--- src/rtl/servo_cmd_pkg.sv ---
// Shared constants, FSM state type and zone-to-position decode for servo_cmd_gen.
package servo_cmd_pkg;

   localparam int POS_CENTER = 544;
   localparam int ZONE_WIDTH = 33;
   localparam int POS_MIN    = 228;
   localparam int POS_MAX    = 830;
   localparam int MAX_DIGIT  = 9;

   typedef enum logic [1:0] {IDLE, MOVE, SETTLE} state_t;

   // Signed 11-bit so the left-side subtraction and both clamps stay exact.
   function automatic logic [9:0] zone_to_pos(input logic [3:0] digit, input logic side);
      logic signed [10:0] offset;
      logic signed [10:0] pos;
      offset = $signed(11'(digit) * 11'(ZONE_WIDTH));
      pos    = side ? $signed(11'(POS_CENTER)) + offset : $signed(11'(POS_CENTER)) - offset;
      if (pos < $signed(11'(POS_MIN)))
         pos = 11'(POS_MIN);
      else if (pos > $signed(11'(POS_MAX)))
         pos = 11'(POS_MAX);
      return pos[9:0];
   endfunction

endpackage

--- src/rtl/servo_pwm.sv ---
// Free-running servo PWM frame: latches the position at count 0 and holds it for the whole frame.
module servo_pwm
   import servo_cmd_pkg::*;
#(
   parameter int FRAME_CYCLES = 1000000,
   parameter int PULSE_MULT   = 120
) (
   input  logic       clk,
   input  logic       reset,
   input  logic [9:0] pos,
   output logic       pwm_out,
   output logic       frame_start,
   output logic       frame_end
);

   logic [19:0] frame_cnt;
   logic [9:0]  lat_pos;
   logic [9:0]  eff_pos;
   logic [19:0] high_len;

   assign frame_start = (frame_cnt == 20'd0);
   assign frame_end   = (frame_cnt == 20'(FRAME_CYCLES - 1));
   // On the latch cycle the compare must already see the new frame's position.
   assign eff_pos     = frame_start ? pos : lat_pos;
   assign high_len    = 20'(eff_pos) * 20'(PULSE_MULT);

   always_ff @(posedge clk) begin
      if (reset) begin
         frame_cnt <= '0;
         lat_pos   <= 10'(POS_CENTER);
         pwm_out   <= 1'b0;
      end else begin
         frame_cnt <= frame_end ? 20'd0 : frame_cnt + 20'd1;
         if (frame_start)
            lat_pos <= pos;
         pwm_out <= (frame_cnt < high_len);
      end
   end

endmodule

--- src/rtl/servo_cmd_gen.sv ---
// Zone command to servo position: decode, handshake, IDLE/MOVE/SETTLE FSM and rate-limited ramp.
// Build option SERVO_CMD_RAMP_EN: defined = ramp STEP units every RAMP_DIV clocks, undefined = jump in one cycle.
module servo_cmd_gen
   import servo_cmd_pkg::*;
#(
   parameter int FRAME_CYCLES = 1000000,
   parameter int PULSE_MULT   = 120,
   parameter int RAMP_DIV     = 250000,
   parameter int STEP         = 4
) (
   input  logic       clk,
   input  logic       reset,
   input  logic       cmd_valid,
   output logic       cmd_ready,
   input  logic [3:0] cmd_digit,
   input  logic       cmd_side,
   output logic [9:0] target_pos,
   output logic [9:0] cur_pos,
   output logic       pwm_out,
   output logic       busy,
   output logic       move_done,
   output logic       cmd_err
);

   state_t state, state_nxt;
   logic   xfer, legal, accept;
   logic   frame_start, frame_end;
   logic   armed, done_evt, move_ok;

   assign cmd_ready = (state == IDLE);
   assign busy      = (state != IDLE);
   assign xfer      = cmd_valid & cmd_ready;
   assign legal     = (cmd_digit <= 4'(MAX_DIGIT));
   assign accept    = xfer & legal;
   assign done_evt  = (state == SETTLE) && frame_end && armed;

`ifdef SERVO_CMD_RAMP_EN
   localparam int DW = (RAMP_DIV > 1) ? $clog2(RAMP_DIV) : 1;

   logic [DW-1:0] ramp_cnt;
   logic          ramp_tick;
   logic [9:0]    gap, stride, ramp_pos;

   assign ramp_tick = (ramp_cnt == DW'(RAMP_DIV - 1));
   assign move_ok   = (cur_pos == target_pos);

   always_comb begin
      gap      = (target_pos > cur_pos) ? target_pos - cur_pos : cur_pos - target_pos;
      stride   = (gap > 10'(STEP)) ? 10'(STEP) : gap;
      ramp_pos = (target_pos > cur_pos) ? cur_pos + stride : cur_pos - stride;
   end

   always_ff @(posedge clk) begin
      if (reset) begin
         ramp_cnt <= '0;
         cur_pos  <= 10'(POS_CENTER);
      end else if (accept) begin
         ramp_cnt <= '0;
      end else if (state == MOVE) begin
         ramp_cnt <= ramp_tick ? '0 : ramp_cnt + 1'b1;
         if (ramp_tick)
            cur_pos <= ramp_pos;
      end
   end
`else
   localparam int unused_ramp_cfg = RAMP_DIV + STEP;

   assign move_ok = 1'b1;

   always_ff @(posedge clk) begin
      if (reset)
         cur_pos <= 10'(POS_CENTER);
      else if (state == MOVE)
         cur_pos <= target_pos;
   end
`endif

   always_ff @(posedge clk) begin
      if (reset)
         state <= IDLE;
      else
         state <= state_nxt;
   end

   always_comb begin
      state_nxt = state;
      case (state)
         IDLE:    if (accept)   state_nxt = MOVE;
         MOVE:    if (move_ok)  state_nxt = SETTLE;
         SETTLE:  if (done_evt) state_nxt = IDLE;
         default: state_nxt = IDLE;
      endcase
   end

   // armed: the frame now playing was latched at the current target after the last acceptance.
   always_ff @(posedge clk) begin
      if (reset) begin
         target_pos <= 10'(POS_CENTER);
         armed      <= 1'b0;
         move_done  <= 1'b0;
         cmd_err    <= 1'b0;
      end else begin
         move_done <= done_evt;
         cmd_err   <= xfer & ~legal;
         if (accept) begin
            target_pos <= zone_to_pos(cmd_digit, cmd_side);
            armed      <= 1'b0;
         end else if (frame_start) begin
            armed <= (cur_pos == target_pos);
         end
      end
   end

   servo_pwm #(
      .FRAME_CYCLES (FRAME_CYCLES),
      .PULSE_MULT   (PULSE_MULT)
   ) u_pwm (
      .clk         (clk),
      .reset       (reset),
      .pos         (cur_pos),
      .pwm_out     (pwm_out),
      .frame_start (frame_start),
      .frame_end   (frame_end)
   );

endmodule

--- config.mk ---
export PLATFORM = sky130hd
export DESIGN_NAME = servo_cmd_gen
export DESIGN_NICKNAME = d
export VERILOG_FILES = /design/src/rtl/servo_cmd_pkg.sv /design/src/rtl/servo_pwm.sv /design/src/rtl/servo_cmd_gen.sv
export SDC_FILE = /design/constraint.sdc
export NUM_CORES = 1
export LEC_CHECK = 0
export ABC_AREA = 1
export BUFFER_PORTS_ARGS = -buffer_cell sky130_fd_sc_hd__buf_2
export CORE_MARGIN = 10
export CORE_UTILIZATION = 50
export CTS_CLUSTER_DIAMETER = 120
export DETAILED_ROUTE_END_ITERATION = 6
export PLACE_DENSITY = 0.68
export SLEW_MARGIN = 40
export SYNTH_ARGS = -nofsm -noshare
export SYNTH_HDL_FRONTEND = slang
export SYNTH_SLANG_ARGS = --single-unit
--- constraint.sdc ---
create_clock -name clk -period 11.94 [get_ports clk]
set_input_delay 0 -clock clk [delete_from_list [all_inputs] [get_ports clk]]
set_output_delay 0 -clock clk [all_outputs]
set_load 0.02 [all_outputs]
### Yosys cells after proc, flatten, opt, wreduce, memory -nomap -nowiden

Index checks and enable logic that the tools add are counted.

| word-level totals | value |
|---|---|
| input bits | 8 |
| output and inout port bits | 25 |
| flip-flop bits (word level) | 56 |
| word-level logic and storage cells | 43 |

| cells by class | value |
|---|---|
| equality and inequality tests | 6 |
| reductions and logical operators | 8 |
| multipliers | 2 |
| add/subtract/negate cells | 3 |
| muxes and demuxes | 7 |
| order comparisons | 4 |
| bitwise gates (word level) | 4 |

Operators by type and width:

| cell | count |
|---|---|
| two-way mux 10 bit | 3 |
| adder 20 x 1 -> 20 bit (second input constant) | 1 |
| == test 20 bit (second input constant) | 1 |
| zero test 20 bit | 1 |
| less-than comparator 20 x 17 -> 1 bit | 1 |
| multiplier 10 x 4 -> 14 bit (second input constant) | 1 |
| adder 10 x 10 -> 11 bit (first input constant) | 1 |
| greater-than comparator 11 bit (second input constant) | 1 |
| less-than comparator 11 x 9 -> 1 bit (second input constant) | 1 |
| two-way mux 11 bit | 1 |
| subtractor 10 x 10 -> 11 bit (first input constant) | 1 |
| == test 10 bit | 1 |
| multiplier 4 x 6 -> 10 bit (second input constant) | 1 |
| one-hot mux 2 bit (3 select lines) | 1 |
| less-or-equal comparator 4 bit (second input constant) | 1 |
| two-way mux 2 bit | 2 |
| OR reduction 2 bit | 2 |
| bitwise AND 1 bit | 3 |
| == test 2 x 1 -> 1 bit (second input constant) | 1 |
| == test 2 bit (second input constant) | 1 |
| logical AND 1 bit | 2 |
| zero test 2 bit | 1 |
| inequality test 2 x 1 -> 1 bit (second input constant) | 1 |
| inequality test 2 bit (second input constant) | 1 |
| other kinds (3) | 3 |

### Depth between registers and ports, before layout

Gate-level depths: netlist of run 1.

| logic depth | value |
|---|---|
| word-level depth | 6 |
| depth in mapped cells | 32 |
| mapped depth without buffers | 32 |

### Hierarchy

From an unflattened synthesis of run 1, not the netlist that was laid out.

| second synthesis, totals | value |
|---|---|
| cell total of the unflattened synthesis | 630 |
| area total of the unflattened synthesis | 4361.7 sq um |

By module, submodules not included:

| module | instances | cells each | sequential area each (sq um) | area each (sq um) |
|---|---|---|---|---|
| servo_pwm | 1 | 427 | 620.6 | 2980.4 |
| servo_cmd_gen | 1 | 203 | 500.5 | 1381.3 |

### Worst setup path after synthesis of run 1

No wires, ideal clock.

| timing | value |
|---|---|
| path type | register -> register |
| start | reg u_pwm.frame_cnt[0] |
| end | reg u_pwm.pwm_out |
| data required time | 11.875 ns |
| stages on the path, launching flop included | 30 |
| path slack | 7.315 ns |
| buffers on the path | 1 |
| data arrival time | 4.560 ns |
| setup time | 0.065 ns |
| period minus slack after synthesis | 4.625 ns |
| path through | dfxtp_1 inv_1 ha_1 nand4_1 nor2_1 nand3_2 buf_6 o21ai_0 inv_1 fa_1 inv_1 fa_1 inv_1 ha_1 a21oi_1 o21a_1 nand2_1 nand2_1 nand2_1 a21oi_1 xor2_1 ha_1 nand2_1 inv_1 o21ai_0 a21o_1 nand2_1 a21oi_1 nand2_1 nor2_1 |

| on the way | value |
|---|---|
| cells in the longest elaborated chain, start to end | 4 |

RTL lines:

| item | RTL line | source |
|---|---|---|
| start: declaration | servo_pwm.sv:16 | `logic [19:0] frame_cnt;` |
| start signal: assignment | servo_pwm.sv:33 | `frame_cnt <= frame_end ? 20'd0 : frame_cnt + 20'd1;` |
| zero test 20 bit | servo_pwm.sv:21 | `assign frame_start = (frame_cnt == 20'd0);` |
| two-way mux 10 bit | n/a |  |
| net u_pwm.eff_pos[8] | servo_pwm.sv:18 | `logic [9:0] eff_pos;` |
| multiplier 10 x 4 -> 14 bit | servo_pwm.sv:25 | `assign high_len = 20'(eff_pos) * 20'(PULSE_MULT);` |
| less-than comparator 20 x 17 -> 1 bit | servo_pwm.sv:36 | `pwm_out <= (frame_cnt < high_len);` |
| end signal: assignment | servo_pwm.sv:36 |  |
| end: declaration | servo_pwm.sv:11 | `output logic pwm_out,` |

The timed path passes the listed nets, and every way through them passes these cells.
A chain may end at the register's enable or synchronous reset.

### Final worst setup path of run 1

Ends and elaborated chain as after synthesis.

==> metrics.md, run 1 <==
| Metric | Value |
|---|---|
| Outcome | `complete, no violations` |
| Hold/Removal Path Class | `in2reg` |
| DR WL met3 | `448 um` |
| WL met2 | `4410 um` |
| Worst hold path depth | `3` |
| DRC | `0` |
| Highest metal used | `met4` |
| Syn Std Cell Area | `4090 um^2` |
| Core ar. | `7850 um^2` |
| Worst Tran Pin Value | `0.697 ns` |
| Resized cells post-CTS | `0` |
| Post-DR vias/cell | `5.23` |
| CP Class | `reg2reg` |
| Syn nets | `638` |
| Seq cells post-synth | `56` |
| Initial detailed-routing violation count | `143` |
| Ports | `33` |
| Clock Path Buffers | `2` |
| Cell Pwr Density | `137 nW/um^2` |
| Setup Total Neg Slack | `0 ns` |
| Register area share after synthesis | `0.274` |
| GRT Util Overall | `0.151` |
| Clk sinks | `56` |
| Critical path endpoint category | `register` |
| Most common cell after layout, fill and taps aside | `nand2_1` |
| Post-DP HPWL | `7800 um` |
| Req. time, crit path | `12.19 ns` |
| Metal-1 WL | `4580 um` |
| Routed vias | `3751` |
| CP Max Fanout | `13` |
| Startpoint types | `register` |
| VDD IR max | `0.0630 mV` |
| Clock H-tree levels | `2` |
| Clock transition at path regs | `0.10 ns` |
| Dpl cells | `708` |
| # diodes | `0` |
| Die Y | `110 um` |
| Total grt overflow | `0` |
| Cells after Synth | `582` |
| Largest net degree at the start of global routing | `21` |
| Adder-cell area share of the yosys netlist | `0.169` |
| Pre-CTS WS | `6.71 ns` |
| Drt first pass iters | `5` |
| Proportion of layout cells with a drive suffix above 1 | `0.104` |
| Unique cell type count in the Yosys netlist | `34` |
| Final nets | `670` |
| ANT nets after route | `0` |
| Tmin final | `5.27 ns` |
| Slowest cell on crit path | `fa_1` |
| RD Place Congestion | `0.891` |
| Clk Tree Root Cell | `clkbuf_8` |
| Antenna violations before repair | `0` |
| Clk_lat worst skew | `0.31 ns` |
| Fin. Hold Viols | `0` |
| Wire per inst | `13.4 um` |
| Max Cap Viol | `0` |
| Area Growth Syn to Fin | `9.05%` |
| Port Buf Inserts | `32` |
| Final count of negative-setup-slack endpoints | `0` |
| WHS | `0.0240 ns` |
| Finished Layout Cells | `717` |
| Initial Util | `0.521` |
| Worst hold endpoint | `target_pos[0]` |
| Most frequent cells in the layout | `nand2_1 (110), inv_1 (95), nor2_1 (60), dfxtp_1 (56), a21oi_1 (41)` |
| Area contributors post-synth | `dfxtp_1 (27%), ha_1 (11%), nand2_1 (10%), inv_1 (8.7%), fa_1 (5.9%)` |
| FF-to-FF path depth | `30` |
| Fin util | `0.568` |
| RSZ-0062 raised after global routing | `false` |
| Syn_area_per_cell | `7.03 um^2` |
| First-pass GRT wire length | `16100 um` |
| DIE AREA | `12200 um^2` |
| Vias in the first global route | `3553` |
| Multiplexer area fraction after synthesis | `0` |
| Post-Synth XOR/XNOR Area | `0.0600` |
| Yosys top cell by area | `dfxtp_1` |
| Clk_skew | `0.00624 ns` |
| Arr. time, crit path | `5.52 ns` |
| Simple-gate share of the synthesized area | `0.276` |
| Warnings, synthesis | `0` |
| Synth top area share | `0.274` |
| FMAX | `190 MHz` |
| Main combinational cell family by area after synthesis | `simple AND/OR/NAND/NOR gates` |
| Reg2reg end | `u_pwm.pwm_out` |
| Hold_sp | `cmd_digit[0]` |
| Relative slew slack | `0.530` |
| Compound-gate portion of the synthesized area | `0.118` |
| WL final | `9590 um` |
| Crit Reg-Reg Startpoint | `u_pwm.frame_cnt[0]` |
| CTS buffer count | `5` |
| Die width | `110 um` |
| CP peak stage delay | `0.54 ns` |
| CTS tree | `yes` |
| Fin. max-slew vios | `0` |
| Fill cells | `784` |
| Final worst-path cycle share | `0.441` |
| Static leakage | `2.22 nW` |
| Setup ws final | `6.67 ns` |
| Row cnt | `32` |
| FF-to-FF setup slack | `6.67 ns` |
-- final cells by class --
cell class,instances,area [um^2],area share
Multi-Input combinational cell,417,2550,0.572
Sequential cell,56,1120,0.251
Inverter,101,379,0.0850
Timing Repair Buffer,33,170,0.0381
Tap cell,102,128,0.0286
Clock buffer,6,72.6,0.0163
Clock inverter,2,38.8,0.00870
-- layer usage --
metal | vias to the layer above | track usage
li1 | 1926 | -
met1 | 1732 | 0.192
met2 | 82 | 0.252
met3 | 11 | 0.0254
met4 | 0 | 0.0475
met5 | - | 0
-- critical path, delay by kind of cell, from the launching register on --
kind,cells,cell delay [ns]
adder cells (fa/ha/maj),5,1.85
AND/OR/NAND/NOR,11,1.10
AO/OA/AOI/OAI,7,1.08
buffers and inverters,6,0.63
flip-flops,1,0.40
XOR/XNOR,1,0.16
-- timing repair --
| action | in CTS | in global routing |
|---|---|---|
| endpoints found under the hold margin | 1 | 0 |
| hold buffers | 1 | 0 |
| buffers inserted | 0 | 0 |
-- synthesized netlist by cell type (all sizes together) --
cell / number
nand3b: 2
a21oi: 41
xor2: 24
nand2: 110
nor2: 63
a21boi: 2
nor3b: 1
o21a: 2
dfxtp: 56
nor3: 16
xnor2: 4
or2: 6
nor4: 6
buf: 4
ha: 36
inv: 101
fa: 12
a211oi: 1
and2: 4
o21bai: 4
o21ai: 36
nand4: 17
a21o: 1
clkbuf: 4
nand3: 29
-- state kept, by name, summed over array words and instances (netlist names) --
register / cells
state: 2
u_pwm.pwm_out: 1
u_pwm.frame_cnt: 20
cur_pos: 10
u_pwm.lat_pos: 10
target_pos: 10
cmd_err: 1
armed: 1
move_done: 1
-- how the worst max path moves through the flow --
stage                               end               start  slack (ns)  depth (start not counted)
after floorplan           u_pwm.pwm_out  u_pwm.frame_cnt[0]        7.31                         29
after global placement    u_pwm.pwm_out  u_pwm.frame_cnt[0]        6.90                         30
after detailed placement  u_pwm.pwm_out  u_pwm.frame_cnt[0]        6.71                         30
after CTS                 u_pwm.pwm_out  u_pwm.frame_cnt[0]        6.67                         30
after global routing      u_pwm.pwm_out  u_pwm.frame_cnt[0]        6.21                         30
final                     u_pwm.pwm_out  u_pwm.frame_cnt[0]        6.67                         30
-- logic make-up (layout without fill, tap and decap cells) --
logic type	Yosys count	in the layout
buf+inv	109	142
xor+xnor	28	28
simple gates	254	254
compound gates	87	87
fa+ha+maj	48	48
flops	56	56
-- power breakdown --
group	total, mW	switching [mW]	internal (mW)	leakage [nW]
logic	0.278	0.174	0.105	1.71
clock network	0.128	0.0648	0.0635	0.0558
registers	0.204	0.00825	0.196	0.456
-- stage by stage --
step / cell area (um^2) / total power, mW
2_1_floorplan: 4090 / 0.423
3_3_place_gp: 4340 / 0.477
3_5_place_dp: 4340 / 0.486
4_1_cts: 4460 / 0.615
5_1_grt: 4460 / 0.665
6_report: 4460 / 0.611
No activity file was read; power rests on OpenSTA's default activity.
==> run 2: changes to the inputs <==
- PLACE_DENSITY: 0.68 -> 0.71
- clock period: 11.94 -> 4.8 ns (I/O delays scaled with it)
==> metrics.md, run 2 (synthesized netlist as in run 1, its figures left out) <==
| Metric | Value |
|---|---|
| Initial detailed-routing violation count | `297 (+110%)` |
| Worst Tran Pin Value | `0.687 ns (-0.0109 ns)` |
| Wire per inst | `13.8 um (+2.9%)` |
| Relative slew slack | `0.541 (+0.0110)` |
| Largest net degree at the start of global routing | `21 (unchanged)` |
| Fin. max-slew vios | `0 (unchanged)` |
| VDD IR max | `0.161 mV (+160%)` |
| Hold/Removal Path Class | `in2reg` |
| Startpoint types | `register` |
| CTS tree | `yes` |
| ANT nets after route | `0 (unchanged)` |
| Max Cap Viol | `0 (unchanged)` |
| Post-DR vias/cell | `5.25 (+0.35%)` |
| Area Growth Syn to Fin | `16.0%` |
| Vias in the first global route | `3714 (+4.5%)` |
| Drt first pass iters | `5 (unchanged)` |
| Proportion of layout cells with a drive suffix above 1 | `0.178 (+0.0742)` |
| CTS buffer count | `5 (unchanged)` |
| Final count of negative-setup-slack endpoints | `0 (unchanged)` |
| Slowest cell on crit path | `fa_1` |
| CP Max Fanout | `6 (-7)` |
| First-pass GRT wire length | `17100 um (+6.3%)` |
| Final worst-path cycle share | `0.939 (+0.498)` |
| Clock Path Buffers | `2 (unchanged)` |
| Most frequent cells in the layout | `nand2_1 (109), inv_1 (90), nor2_1 (58), dfxtp_1 (53), a21oi_1 (34)` |
| Design area | `4740 um^2 (+6.3%)` |
| GRT Util Overall | `0.158 (+0.00750)` |
| FF-to-FF setup slack | `0.29 ns (-6.38 ns)` |
| Post-DP HPWL | `8020 um (+2.8%)` |
| Final nets | `689 (+2.8%)` |
| Clock H-tree levels | `2 (unchanged)` |
| FMAX | `222 MHz (+17%)` |
| Arr. time, crit path | `4.77 ns (-0.75 ns)` |
| Most common cell after layout, fill and taps aside | `nand2_1` |
| Tmin final | `4.51 ns (-0.760 ns)` |
| RD Place Congestion | `0.889 (-0.22%)` |
| Fill cells | `751 (-4.2%)` |
| Clk Tree Root Cell | `clkbuf_8` |
| WL final | `10100 um (+5.7%)` |
| Cell Pwr Density | `345 nW/um^2 (+150%)` |
| Crit path top cell by count | `nand2_1` |
| Die width | `110 um (unchanged)` |
| CP Class | `reg2reg` |
| Antenna violations before repair | `0 (unchanged)` |
| Critical path endpoint category | `register` |
| Routed vias | `3864 (+3.0%)` |
| Finished Layout Cells | `736 (+2.6%)` |
| Reg area | `1120 um^2 (+0.33%)` |
| Total grt overflow | `0 (unchanged)` |
| Post-Place Cell Area | `4440 um^2 (+2.2%)` |
| Crit Reg-Reg Startpoint | `u_pwm.frame_cnt[19]` |
| Fin. Hold Viols | `0 (unchanged)` |
| Clk_skew | `0.0151 ns (+0.00888 ns)` |
| Ports | `33 (unchanged)` |
| Worst hold path depth | `3 (unchanged)` |
| Largest register FFs | `20 (unchanged)` |
| Setup Total Neg Slack | `0 ns (unchanged)` |
| Area of the multi-input gates | `2690 um^2 (+5.2%)` |
| Row cnt | `32 (unchanged)` |
| Clk sinks | `56 (unchanged)` |
| Total chip power | `1.63 mW (+170%)` |
| Req. time, crit path | `5.07 ns (-7.12 ns)` |
| DIE AREA | `12200 um^2 (unchanged)` |
| Port Buf Inserts | `32 (unchanged)` |
| Reg with most FFs | `u_pwm.frame_cnt` |
| Clk_lat worst skew | `0.32 ns (about the same)` |
| Outcome | `complete, no violations` |
| Initial Util | `0.521 (unchanged)` |
| # diodes | `0 (unchanged)` |
| DRC | `0 (unchanged)` |
| CP peak stage delay | `0.51 ns (-0.03 ns)` |
| Die Y | `110 um (unchanged)` |
| FF-to-FF path depth | `29 (-3.3%)` |
| Dpl cells | `721 (+1.8%)` |
| Core ar. | `7850 um^2 (unchanged)` |
| Worst Setup SP | `u_pwm.frame_cnt[19]` |
| Hold_sp | `cmd_digit[0]` |
| Static leakage | `2.34 nW (+5.4%)` |
| Clock transition at path regs | `0.12 ns (+0.02 ns)` |
## run 2: report_power, final
group	internal [mW]	switching (mW)	leakage (nW)	total [mW]
sequential	0.488	0.0198	0.458	0.508
combinational	0.319	0.478	1.83	0.797
clock	0.158	0.172	0.0558	0.330
total	0.966	0.669	2.34	1.63
## run 2: metal layers
layer  global-route usage  up-vias  share of wire
li1                     -     1971              -
met1                0.195     1773           0.45
met2                0.273      101           0.48
met3               0.0292       19          0.044
met4               0.0440        0          0.021
met5                    0        -              0
## run 2: final timing paths
kind / end
worst max-delay path: u_pwm.pwm_out
worst min-delay path: target_pos[0]
worst max register to register: u_pwm.pwm_out
worst min register to register: cur_pos[0]
## run 2: worst max-delay path: cells and delay by family (launching register included)
family | cells | cell delay, ns
adders and majority gates | 4 | 1.39
AOI/OAI and AO/OA | 7 | 1.01
DFF | 1 | 0.34
xor gates and xnor gates | 2 | 0.33
buffers and inverters | 5 | 0.30
and+or+nand+nor | 11 | 1.07
## run 2: cell type report
cell class / count / share of cell area
Multi-Input combinational cell: 417 / 0.566
Sequential cell: 56 / 0.237
Inverter: 101 / 0.0805
Timing Repair Buffer: 52 / 0.0659
Tap cell: 102 / 0.0269
Clock buffer: 6 / 0.0153
Clock inverter: 2 / 0.00818
## run 2: stage by stage
stage | setup slack (ns) | hold slack, ns | util
finish | 0.294 | 0.0144 | 0.604
floorplan | 0.175 | 0.141 | -
global route | -0.0386 | 0.0377 | 0.604
global placement | 0.185 | 0.248 | 0.565
detailed placement | 0.0671 | 0.262 | 0.565
CTS | 0.0214 | 0.0137 | 0.581
## run 2: timing repair
| item | 4_1_cts | 5_1_grt |
|---|---|---|
| gates resized for setup | 0 | 41 |
| setup endpoints to repair | 0 | 1 |
| setup buffers | 0 | 6 |
| hold buffers | 1 | 0 |
| endpoints found under the hold margin | 1 | 0 |
